--- src/rtl/shift_sequencer.sv ---
// Multi-cycle SLL/SRL/SRA(I) unit for the EX stage: shifts at most STEP bits
// per cycle, stalls the pipeline while working and pulses done with the result.
module shift_sequencer #(
    parameter int STEP = 4
) (
    input  logic        clk,
    input  logic        rst_n,
    input  logic        start,
    input  logic        flush,
    input  logic [6:0]  op,
    input  logic [2:0]  func3,
    input  logic        func7_5,
    input  logic [31:0] rs1_data,
    input  logic [31:0] rs2_data,
    input  logic [31:0] imm,
    output logic        stall,
    output logic        busy,
    output logic        done,
    output logic [31:0] result
);
    localparam logic [6:0] OP_R   = 7'b0110011;
    localparam logic [6:0] OP_I   = 7'b0010011;
    localparam logic [4:0] STEP_W = 5'(STEP);

    typedef enum logic [1:0] {IDLE, SHIFT, DONE} state_t;

    typedef struct packed {
        logic left;
        logic arith;
    } kind_t;

    state_t      state_q, state_d;
    logic [31:0] acc_q, acc_shifted, result_q;
    logic [4:0]  rem_q, step, shamt;
    kind_t       kind_q, kind_dec;
    logic        is_r, is_i, is_shift, accept;

    // Only the shift-amount and SRAI-select bits of the operands are used.
    logic unused_ok;
    assign unused_ok = ^{rs2_data[31:5], imm[31:11], imm[9:5]};

    // Decode
    always_comb begin
        is_r           = (op == OP_R);
        is_i           = (op == OP_I);
        is_shift       = (is_r || is_i) && (func3 == 3'b001 || func3 == 3'b101);
        shamt          = is_r ? rs2_data[4:0] : imm[4:0];
        kind_dec.left  = (func3 == 3'b001);
        kind_dec.arith = !kind_dec.left && (is_r ? func7_5 : imm[10]);
        accept         = (state_q == IDLE) && start && is_shift && !flush;
    end

    // One step of the iterative shift
    always_comb begin
        step = (rem_q < STEP_W) ? rem_q : STEP_W;
        if (kind_q.left)
            acc_shifted = acc_q << step;
        else if (kind_q.arith)
            acc_shifted = 32'($signed(acc_q) >>> step);
        else
            acc_shifted = acc_q >> step;
    end

    always_ff @(posedge clk) begin
        if (!rst_n)
            state_q <= IDLE;
        else
            state_q <= state_d;
    end

    always_comb begin
        state_d = state_q;
        if (flush) begin
            state_d = IDLE;
        end else begin
            case (state_q)
                IDLE:    if (start && is_shift) state_d = (shamt == 5'd0) ? DONE : SHIFT;
                SHIFT:   if (rem_q <= STEP_W) state_d = DONE;
                DONE:    state_d = IDLE;
                default: state_d = IDLE;
            endcase
        end
    end

    always_comb begin
        stall  = rst_n && (accept || state_q == SHIFT);
        busy   = rst_n && (state_q != IDLE);
        done   = rst_n && (state_q == DONE) && !flush;
        // acc already holds the final value in DONE; result_q captures it as the cycle ends.
        result = done ? acc_q : result_q;
    end

    always_ff @(posedge clk) begin
        if (!rst_n) begin
            acc_q    <= '0;
            rem_q    <= '0;
            kind_q   <= '0;
            result_q <= '0;
        end else begin
            if (accept) begin
                acc_q  <= rs1_data;
                rem_q  <= shamt;
                kind_q <= kind_dec;
            end else if (state_q == SHIFT && !flush) begin
                acc_q <= acc_shifted;
                rem_q <= rem_q - step;
            end
            if (done)
                result_q <= acc_q;
        end
    end
endmodule

--- config.mk ---
export PLATFORM = sky130hd
export DESIGN_NAME = shift_sequencer
export DESIGN_NICKNAME = d
export VERILOG_FILES = /design/src/rtl/shift_sequencer.sv
export SDC_FILE = /design/constraint.sdc
export NUM_CORES = 1
export LEC_CHECK = 0
export ABC_AREA = 1
export CAP_MARGIN = 20
export CORE_ASPECT_RATIO = 0.9
export CORE_UTILIZATION = 41
export DETAILED_ROUTE_END_ITERATION = 7
export PLACE_DENSITY_LB_ADDON = 0.08
export SLEW_MARGIN = 20
export SYNTH_ARGS = -nofsm -noshare
export SYNTH_HDL_FRONTEND = slang
export SYNTH_SLANG_ARGS = --single-unit
--- constraint.sdc ---
create_clock -name clk -period 1.9 [get_ports clk]
set_clock_uncertainty 0.05 [all_clocks]
set_input_delay 0.38 -clock clk [delete_from_list [all_inputs] [get_ports clk]]
set_output_delay 0.38 -clock clk [all_outputs]
set_load 0.05 [all_outputs]
==> summary.txt, run 1 <==
Startpoint Class - flop
FF+latch area - 0.00147 sq mm
Router iterations before antenna repair - 8
Hold Vio Cnt, Final - 0
Failing checks - design-rule violations, negative setup slack
Worst Path Buf+Inv - 6
Final HPWL DP - 13.2 mm
Chip height - 113 microns
Syn Area/Cell - 5.59 sq um
YS warnings - 0
I/O pin count - 146
CTS clk-pin slew, worst paths - 0.06 ns
Static Leak - 0.00417 uW
Synth Net Count - 1,118
Via density - 5.18
CP dominant cell by count - buf_6
Max-cap violations - 0
Crit path capture type - output port
Seq/Total Area, Yosys - 26.0%
Port Buffer Count - 92
Initial antenna violation count - 0
DR vias - 6,728
ANT nets after route - 0
RePlAce Congestion - 0.928
Core Footprint - 0.0134 sq mm
Netlist cell types - 34
Max VDD drop - 579 uV
Post-synthesis sequential element count - 73
Crit path max fanout - 6
CTS tree - done
Initial core utilization - 42.1%
Worst hold path class - in2reg
Dpl cells - 1,265
CP max stage cell - dfxtp_2
Fin crit share - 110%
WS Path Type - reg2out
Post-layout minimum cycle time - 2.09 ns
Share of layout cells above drive strength 1 - 22.8%
Final non-filler cell total - 1,300
Placed inst area - 0.00720 sq mm
Largest net degree at the start of global routing - 39
Num CTS Buffers - 9
CTS Hold Bufs - 0
Ant. Diodes - 0
DRC viols - 6
Initial drt markers - 517
Compound-Gate Fraction of Synth Area - 13.0%
CTS root buf - clkbuf_16
Critical path data required time - 1.47 ns
Worst Path Arrival - 1.66 ns
Final WL - 18.8 mm
F_max - 0.478 GHz
Final Cell Area - 0.00809 sq mm
Power per cell area - 429 mW/mm^2
GRT overflow - 0
Post-synthesis simple-gate area fraction - 46.6%
Worst Max-Slew Pin Slew - 0.572 ns
All-Layer GR Usage - 27.1%
DIE AREA - 0.0142 sq mm
Worst setup margin - -0.192 ns
Xor-xnor portion of the synthesized cell area - 0%
Status - finished with violations
Clk buf depth - 2
Worst-skew pair later-pin latency - 0.35 ns
Area of the multi-input gates - 0.00383 sq mm
Fill cell count - 1,293
Area of the mapped netlist - 0.00562 sq mm
Vias in the first global route - 6,022
Largest family of logic cells by synthesized area - simple AND/OR/NAND/NOR gates
First-pass GRT wire length - 30.4 mm
RSZ-0062 raised after global routing - true
Fin nets - 1,240
Mux contribution to synthesized area - 0%
# setup viols final - 32
CP peak stage delay - 0.35 ns
H-tree depth - 3
Post-synthesis adder-cell area fraction - 0.223%
Slew HR - 61.4%
Max Slew Vio Count - 0
CTS Sinks - 73
Die width - 125 microns
Mapped Cells - 1,006
Area grow syn2layout - 44.0%
CP top delay family - buffers and inverters
Site Rows - 40
Per-cell routed wire length - 14.5 microns
Crit-path cells - inv_2 -> nor3_4 -> buf_6 -> inv_8 -> clkbuf_16 -> o21ai_4 -> inv_4 -> buf_6
## metrics by stage
step | setup slack [ns] | TNS (ns) | total power (uW) | hold slack (ns) | utilization (%)
final | -0.192 | -4.96 | 3470 | 0.385 | 60.6
after CTS | -0.269 | -7.00 | 3510 | 0.353 | 58.4
after global placement | -0.669 | -43.52 | 1780 | 0.467 | 53.9
after detailed placement | -0.699 | -45.15 | 1780 | 0.480 | 53.9
after global routing | -0.255 | -6.91 | 3590 | 0.395 | 60.6
after floorplan | -0.0964 | -0.456 | 1630 | 0.448 | -
## sequential cells by signal (all words and copies together) (netlist names)
name      count
acc_q        32
kind_q        2
result_q     32
state_q       2
rem_q         5
## worst register-to-register path: stages, from the launching register on
cell,delay (ns)
dfxtp_4,0.35
buf_4,0.15
nor2_4,0.13
nand4_4,0.12
buf_6,0.17
buf_4,0.13
nand2_1,0.08
inv_2,0.06
buf_12,0.14
nand2_1,0.11
nand2_1,0.06
nor2_1,0.09
nor2_1,0.04
## worst paths after layout
kind / end / cells past startpoint / startpoint / slack (ns)
worst min register to register: rem_q[4]$_SDFFE_PN0P_ / 2 / rem_q[4]$_SDFFE_PN0P_ / 0.48
worst min-delay path: state_q[0]$_SDFFE_PP0P_ / 5 / flush / 0.39
worst max-delay path: result[27] / 8 / state_q[1]$_SDFFE_PP0P_ / -0.19
worst max register to register: acc_q[22]$_SDFFE_PN0P_ / 12 / state_q[0]$_SDFFE_PP0P_ / 0.10
## cells in the mapped netlist, drive strengths merged
library cell  number  area share, %
a211oi             1           0.13
nand4             16            1.9
o211ai             3           0.40
inv              137            9.2
nor3               4           0.56
ha                 1           0.22
clkbuf            20            1.4
a21oi             39            3.5
nand3            127             12
nand3b             4           0.53
dfxtp             73             26
o2111ai            1           0.16
buf               36            3.6
nor2              96            6.9
conb               1          0.067
clkinv             1          0.067
o21bai             1           0.13
o21a               2           0.27
or2               35            3.9
nand2            314             21
o311ai             1           0.16
o21ai             93            8.3
## cells in the final DEF, fill, tap and decap left out, types with 24 or more instances in the layout
master / n
a21oi_1: 36
buf_4: 55
buf_6: 41
clkdlybuf4s50_1: 46
dfxtp_1: 71
inv_1: 98
nand2_1: 307
nand3_1: 124
nor2_1: 87
o21ai_0: 52
o21ai_4: 27
or2_4: 24
## layout make-up
type | count | share of cell area, %
clock buffer | 12 | 3.17
clock inverter | 3 | 0.495
inverter | 138 | 7.05
multi-input combinational | 739 | 47.3
sequential | 73 | 18.1
tap | 168 | 2.60
timing repair buffer | 167 | 21.2
## logic make-up (layout without fill, tap and decap cells)
family	Yosys count	in the layout
fa+ha+maj	1	1
buf+inv	194	320
flops	73	73
compound gates	141	141
simple gates	596	596
other cells	1	1
## metal layers
metal	share of wire, %	track usage, %	vias up	wire length, microns
li1	-	-	3429	-
met1	48	36.9	3079	9020
met2	45	44.5	207	8560
met3	5.6	3.92	13	1060
met4	1.1	7.48	0	201
met5	0	0	-	0
## power by group
part	switching [uW]	internal [uW]	total, uW
clock network	642	1080	1720
registers	2.53	1530	1530
logic	92.2	127	219
total	737	2730	3470
## what timing repair did
action / 4_1_cts / 5_1_grt
resized for setup: 75 / 54
pin swaps: 12 / 12
setup endpoints to repair: 65 / 58
cloned: 3 / 2
buffers inserted: 5 / 10
Note: power is estimated with default switching activity, not from simulation.
==> inputs of run 2 (changes only) <==
--- a/config.mk
+++ b/config.mk
@@ -10,7 +10,7 @@
 export CORE_ASPECT_RATIO = 0.9
 export CORE_UTILIZATION = 41
 export DETAILED_ROUTE_END_ITERATION = 7
-export PLACE_DENSITY_LB_ADDON = 0.08
+export PLACE_DENSITY = 0.72
 export SLEW_MARGIN = 20
 export SYNTH_ARGS = -nofsm -noshare
 export SYNTH_HDL_FRONTEND = slang
==> summary.txt, run 2 (same netlist as run 1, synthesis figures left out) <==
Worst setup margin - -0.229 ns
Port Buffer Count - 92
I/O pin count - 146
Most frequent cells in the layout - nand2_1 (307), nand3_1 (126), inv_1 (99)
Clk buf depth - 2
Clock power share - 51.7%
Final Util - 61.2%
Origin of the worst setup path - state_q[0]$_SDFFE_PP0P_
CTS Hold Bufs - 0
Vias in the first global route - 6,287
DRC viols - 3
Area grow syn2layout - 45.5%
Router iterations before antenna repair - 8
Crit path max fanout - 7
Most common cell after layout, fill and taps aside - nand2_1
Worst-skew pair later-pin latency - 0.34 ns
CTS root buf - clkbuf_16
Sw Ratio - 21.7%
CTS tree - done
Top sig layer - met4
Power per cell area - 444 mW/mm^2
Status - finished with violations
CTS Sinks - 73
Failing checks - design-rule violations, negative setup slack
Worst Path Buf+Inv - 4
Worst hold path class - in2reg
WS Path Type - reg2out
Biggest regs - acc_q x32, result_q x32, rem_q x5
Met3 WL - 1.00 mm
RePlAce Congestion - 0.951
# setup viols final - 34
First-pass GRT wire length - 31.0 mm
CP max stage cell - dfxtp_4
Num CTS Buffers - 9
Share of layout cells above drive strength 1 - 22.5%
Post-layout minimum cycle time - 2.13 ns
Site Rows - 40
Largest net degree at the start of global routing - 39
Initial antenna violation count - 0
Max VDD drop - 360 uV
Max Slew Vio Count - 0
Critical path data required time - 1.47 ns
H-tree depth - 3
FF+latch area - 0.00147 sq mm
Fin crit share - 112%
Sequential power share - 42.2%
Worst reg2reg startpoint - rem_q[3]$_SDFFE_PN0P_
Hold WS - 0.293 ns
F_max - 0.470 GHz
Post-Route M1 WL - 8.69 mm
Initial core utilization - 42.1%
HP Start - flush
Reg2reg path depth - 10
Initial drt markers - 583
Core Footprint - 0.0134 sq mm
Max-cap violations - 0
GRT overflow - 0
Startpoint Class - flop
Fin nets - 1,241
WP depth - 7
Chip height - 113 microns
DIE AREA - 0.0142 sq mm
Crit-path cells - nor3_4 -> buf_6 -> buf_8 -> or2_4 -> o21ai_4 -> inv_2 -> buf_8
CTS clk-pin slew, worst paths - 0.06 ns
CP dominant cell by count - buf_8
Worst Max-Slew Pin Slew - 0.614 ns
Comb power frac - 6.1%
Hold depth - 4
Sum Neg Setup Slack - -6.49 ns
ANT nets after route - 0
Worst Path Arrival - 1.70 ns
Crit path capture type - output port
Final WL - 18.6 mm
All-Layer GR Usage - 27.2%
Final HPWL DP - 13.2 mm
DR vias - 6,724
Per-cell routed wire length - 14.3 microns
Slew HR - 58.6%
Int Pwr - 2850 uW
Die width - 125 microns
CP top delay family - buffers and inverters
RSZ-0062 raised after global routing - true
CP peak stage delay - 0.36 ns
Static Leak - 0.00422 uW
P_sw - 786 uW
Area of the multi-input gates - 0.00374 sq mm
Via density - 5.16
Hold Vio Cnt, Final - 0
Fill cell count - 1,247
DR WL met2 - 8.64 mm
Ant. Diodes - 0
[run 2: changes by cell type in the layout (fill, tap and decap cells not counted), sizes merged]
cell      previous run  this run
buf                110       111
bufinv               1         2
clkbuf              14        12
clkinv               3         2
clkinvlp             0         2
inv                137       138
[run 2: path summary, 6_finish.rpt]
kind	to	slack [ns]
max	result[22]	-0.23
min reg2reg	rem_q[4]$_SDFFE_PN0P_	0.48
max reg2reg	acc_q[29]$_SDFFE_PN0P_	0.08
min	state_q[0]$_SDFFE_PP0P_	0.29
[run 2: power by group through the flow]
stage          clock network (uW)  registers, uW  logic, uW
6_report                     1880           1530        221
5_1_grt                      1980           1530        240
4_1_cts                      1910           1530        216
3_5_place_dp                    0           1570        214
3_3_place_gp                    0           1570        215
2_1_floorplan                   0           1570       66.5
[run 2: worst min-delay path, stage by stage]
cell,delay (ns)
clkbuf_2,0.12
nor2_4,0.04
inv_2,0.07
a21oi_1,0.04
[run 2: stage by stage]
step | std cells | cell area, sq um | worst slack, ns | power (uW)
6_report | 1302 | 8180 | -0.229 | 3630
3_5_place_dp | 1266 | 7200 | -0.713 | 1780
5_1_grt | 1302 | 8180 | -0.270 | 3750
2_1_floorplan | 1006 | 5920 | -0.0964 | 1630
4_1_cts | 1295 | 8040 | -0.220 | 3660
3_3_place_gp | 1266 | 7200 | -0.656 | 1780
[run 2: layout make-up]
class	instances	share of cell area [%]
clock buffer	10	2.92
clock inverter	6	1.09
inverter	138	6.98
multi-input combinational	739	45.8
sequential	73	17.9
tap	168	2.57
timing repair buffer	168	22.7
[run 2: routing by layer]
layer,track usage (%),vias to the layer above
met5,0,-
met3,3.64,26
li1,-,3438
met1,36.8,3026
met4,7.97,0
met2,45.4,234
[run 2: repair_timing]
action / CTS / global route
resized for setup: 114 / 25
endpoints found under the setup margin: 36 / 68
setup buffers: 11 / 8
pin swaps: 11 / 11
gates cloned: 2 / 1
==> inputs of run 3 (changes only) <==
--- a/config.mk
+++ b/config.mk
@@ -6,11 +6,12 @@
 export NUM_CORES = 1
 export LEC_CHECK = 0
 export ABC_AREA = 1
-export CAP_MARGIN = 20
+export CAP_MARGIN = 30
 export CORE_ASPECT_RATIO = 0.9
 export CORE_UTILIZATION = 41
 export DETAILED_ROUTE_END_ITERATION = 7
-export PLACE_DENSITY = 0.72
+export PLACE_DENSITY = 0.69
+export SKIP_LAST_GASP = 1
 export SLEW_MARGIN = 20
 export SYNTH_ARGS = -nofsm -noshare
 export SYNTH_HDL_FRONTEND = slang
==> constraint.sdc (replaced) <==
create_clock -name clk -period 2 [get_ports clk]
set_clock_uncertainty 0.05 [all_clocks]
set_input_delay 0.4 -clock clk [delete_from_list [all_inputs] [get_ports clk]]
set_output_delay 0.4 -clock clk [all_outputs]
set_load 0.05 [all_outputs]
==> summary.txt, run 3 (same netlist as run 1, synthesis figures left out) <==
First-pass GRT wire length - 31.8 mm
Chip height - 113 microns
Final Util - 61.0%
Core Footprint - 0.0134 sq mm
CTS Sinks - 73
CTS clk-pin slew, worst paths - 0.06 ns
I/O pin count - 146
Max-cap violations - 0
Fin crit share - 106%
Fin nets - 1,246
H-tree depth - 3
All-Layer GR Usage - 28.1%
Final WL - 19.5 mm
Area of the multi-input gates - 0.00374 sq mm
RePlAce Congestion - 0.937
Crit path capture type - output port
Die width - 125 microns
Site Rows - 40
Critical path data required time - 1.55 ns
RSZ-0062 raised after global routing - true
Initial drt markers - 584
Hold Vio Cnt, Final - 0
Ant. Diodes - 0
Per-cell routed wire length - 14.9 microns
Reg2Reg Setup Slack - 0.13 ns
# setup viols final - 32
CP peak stage delay - 0.35 ns
P_sw - 713 uW
Num CTS Buffers - 9
Final HPWL DP - 13.0 mm
RR Endpoint - acc_q[19]$_SDFFE_PN0P_
Router iterations before antenna repair - 7
Total chip power - 3190 uW
Worst-skew pair later-pin latency - 0.35 ns
Sequential power share - 45.7%
CP max stage cell - dfxtp_4
Post-layout minimum cycle time - 2.12 ns
Power per cell area - 391 mW/mm^2
Comb power frac - 6.4%
Crit path max fanout - 6
Startpoint Class - flop
Most common cell after layout, fill and taps aside - nand2_1
Worst Path Arrival - 1.67 ns
Hold EP - state_q[0]$_SDFFE_PP0P_
WS Path Type - reg2out
Max VDD drop - 620 uV
Setup WS pre-CTS - -0.564 ns
Max Slew Vio Count - 0
Reg2reg path depth - 12
Clock power share - 47.9%
CP dominant cell by count - buf_6
Initial antenna violation count - 0
Worst setup margin - -0.122 ns
Share of layout cells above drive strength 1 - 22.7%
ANT nets after route - 0
Failing checks - design-rule violations, negative setup slack
Largest net degree at the start of global routing - 39
Hold depth - 4
DIE AREA - 0.0142 sq mm
Initial core utilization - 42.1%
Int Pwr - 2480 uW
Clk buf depth - 2
Fill cell count - 1,274
Worst hold path class - in2reg
F_max - 0.471 GHz
Crit-path cells - nor3_4 -> buf_6 -> clkbuf_16 -> or2_4 -> o21ai_2 -> inv_1 -> buf_6
Via density - 5.24
Worst reg2reg startpoint - state_q[0]$_SDFFE_PP0P_
DRC viols - 5
DR vias - 6,844
FF+latch area - 0.00147 sq mm
Port Buffer Count - 92
Biggest regs - acc_q x32, result_q x32, rem_q x5
Vias in the first global route - 6,464
Most frequent cells in the layout - nand2_1 (311), nand3_1 (126), inv_1 (98)
CTS tree - done
CTS root buf - clkbuf_16
Area grow syn2layout - 45.1%
GRT overflow - 0
Status - finished with violations
HP Start - flush
Static Leak - 0.00423 uW
Sw Ratio - 22.4%
run 3: cell types whose count changed in the layout (fill, tap and decap cells not counted), moves of 3 or more:
cell and change:
inv_2 +19, inv_4 -18, or2_2 -11, or2_4 +11, buf_8 -6, buf_6 +5, nand2_1 +4, nand2_2 -4
buf_12 +3, buf_4 +3, o21ai_1 -3, o21ai_2 +3
run 3: cell type report:
cell class              count  area share [%]
flip-flops and latches     73            18.0
repair buffers            173            23.6
inverters                 138            6.48
clock buffers              13            3.19
well taps                 168            2.58
multi-input cells         739            45.9
clock inverters             3           0.184
run 3: worst max-delay path: cells and delay by family (launching register included):
kind / cells / cell delay (ns)
compound gates: 1 / 0.05
buf+inv: 4 / 0.61
flops: 1 / 0.35
simple gates: 2 / 0.32
run 3: power by group through the flow:
stage               combinational [uW]  sequential [uW]  clock (uW)
finish                             205             1460        1530
CTS                                201             1460        1560
detailed placement                 204             1490           0
global route                       223             1460        1620
floorplan                         60.3             1490           0
global placement                   204             1490           0
run 3: layer usage:
layer,global-route usage (%),up-vias,share of wire [%]
met5,0,-,0
met4,10.6,0,2.3
met3,5.82,38,6.5
met2,45.3,286,44
met1,37.1,3071,47
li1,-,3449,-
run 3: how the worst max path moves through the flow:
stage,end,slack [ns],startpoint
floorplan,result[22],-0.07,rst_n
global placement,result[5],-0.48,rst_n
detailed placement,result[8],-0.56,rst_n
CTS,result[5],-0.18,state_q[1]$_SDFFE_PP0P_
global route,result[31],-0.18,state_q[1]$_SDFFE_PP0P_
finish,result[31],-0.12,state_q[0]$_SDFFE_PP0P_
run 3: through the flow:
step                area (sq um)  TNS, ns  hold slack, ns  instances
floorplan                   5630   -0.508           0.448       1006
global placement            7020   -23.25           0.472       1272
detailed placement          7020   -27.52           0.475       1272
CTS                         7910    -3.71           0.367       1301
global route                8150    -4.80           0.264       1307
finish                      8150    -2.59           0.255       1307
run 3: what timing repair did:
action,in CTS,in global routing
setup endpoints to repair,35,52
hold buffers,0,0
pin swaps,9,9
gates resized for setup,142,55
cloned,3,2
buffers inserted,10,5
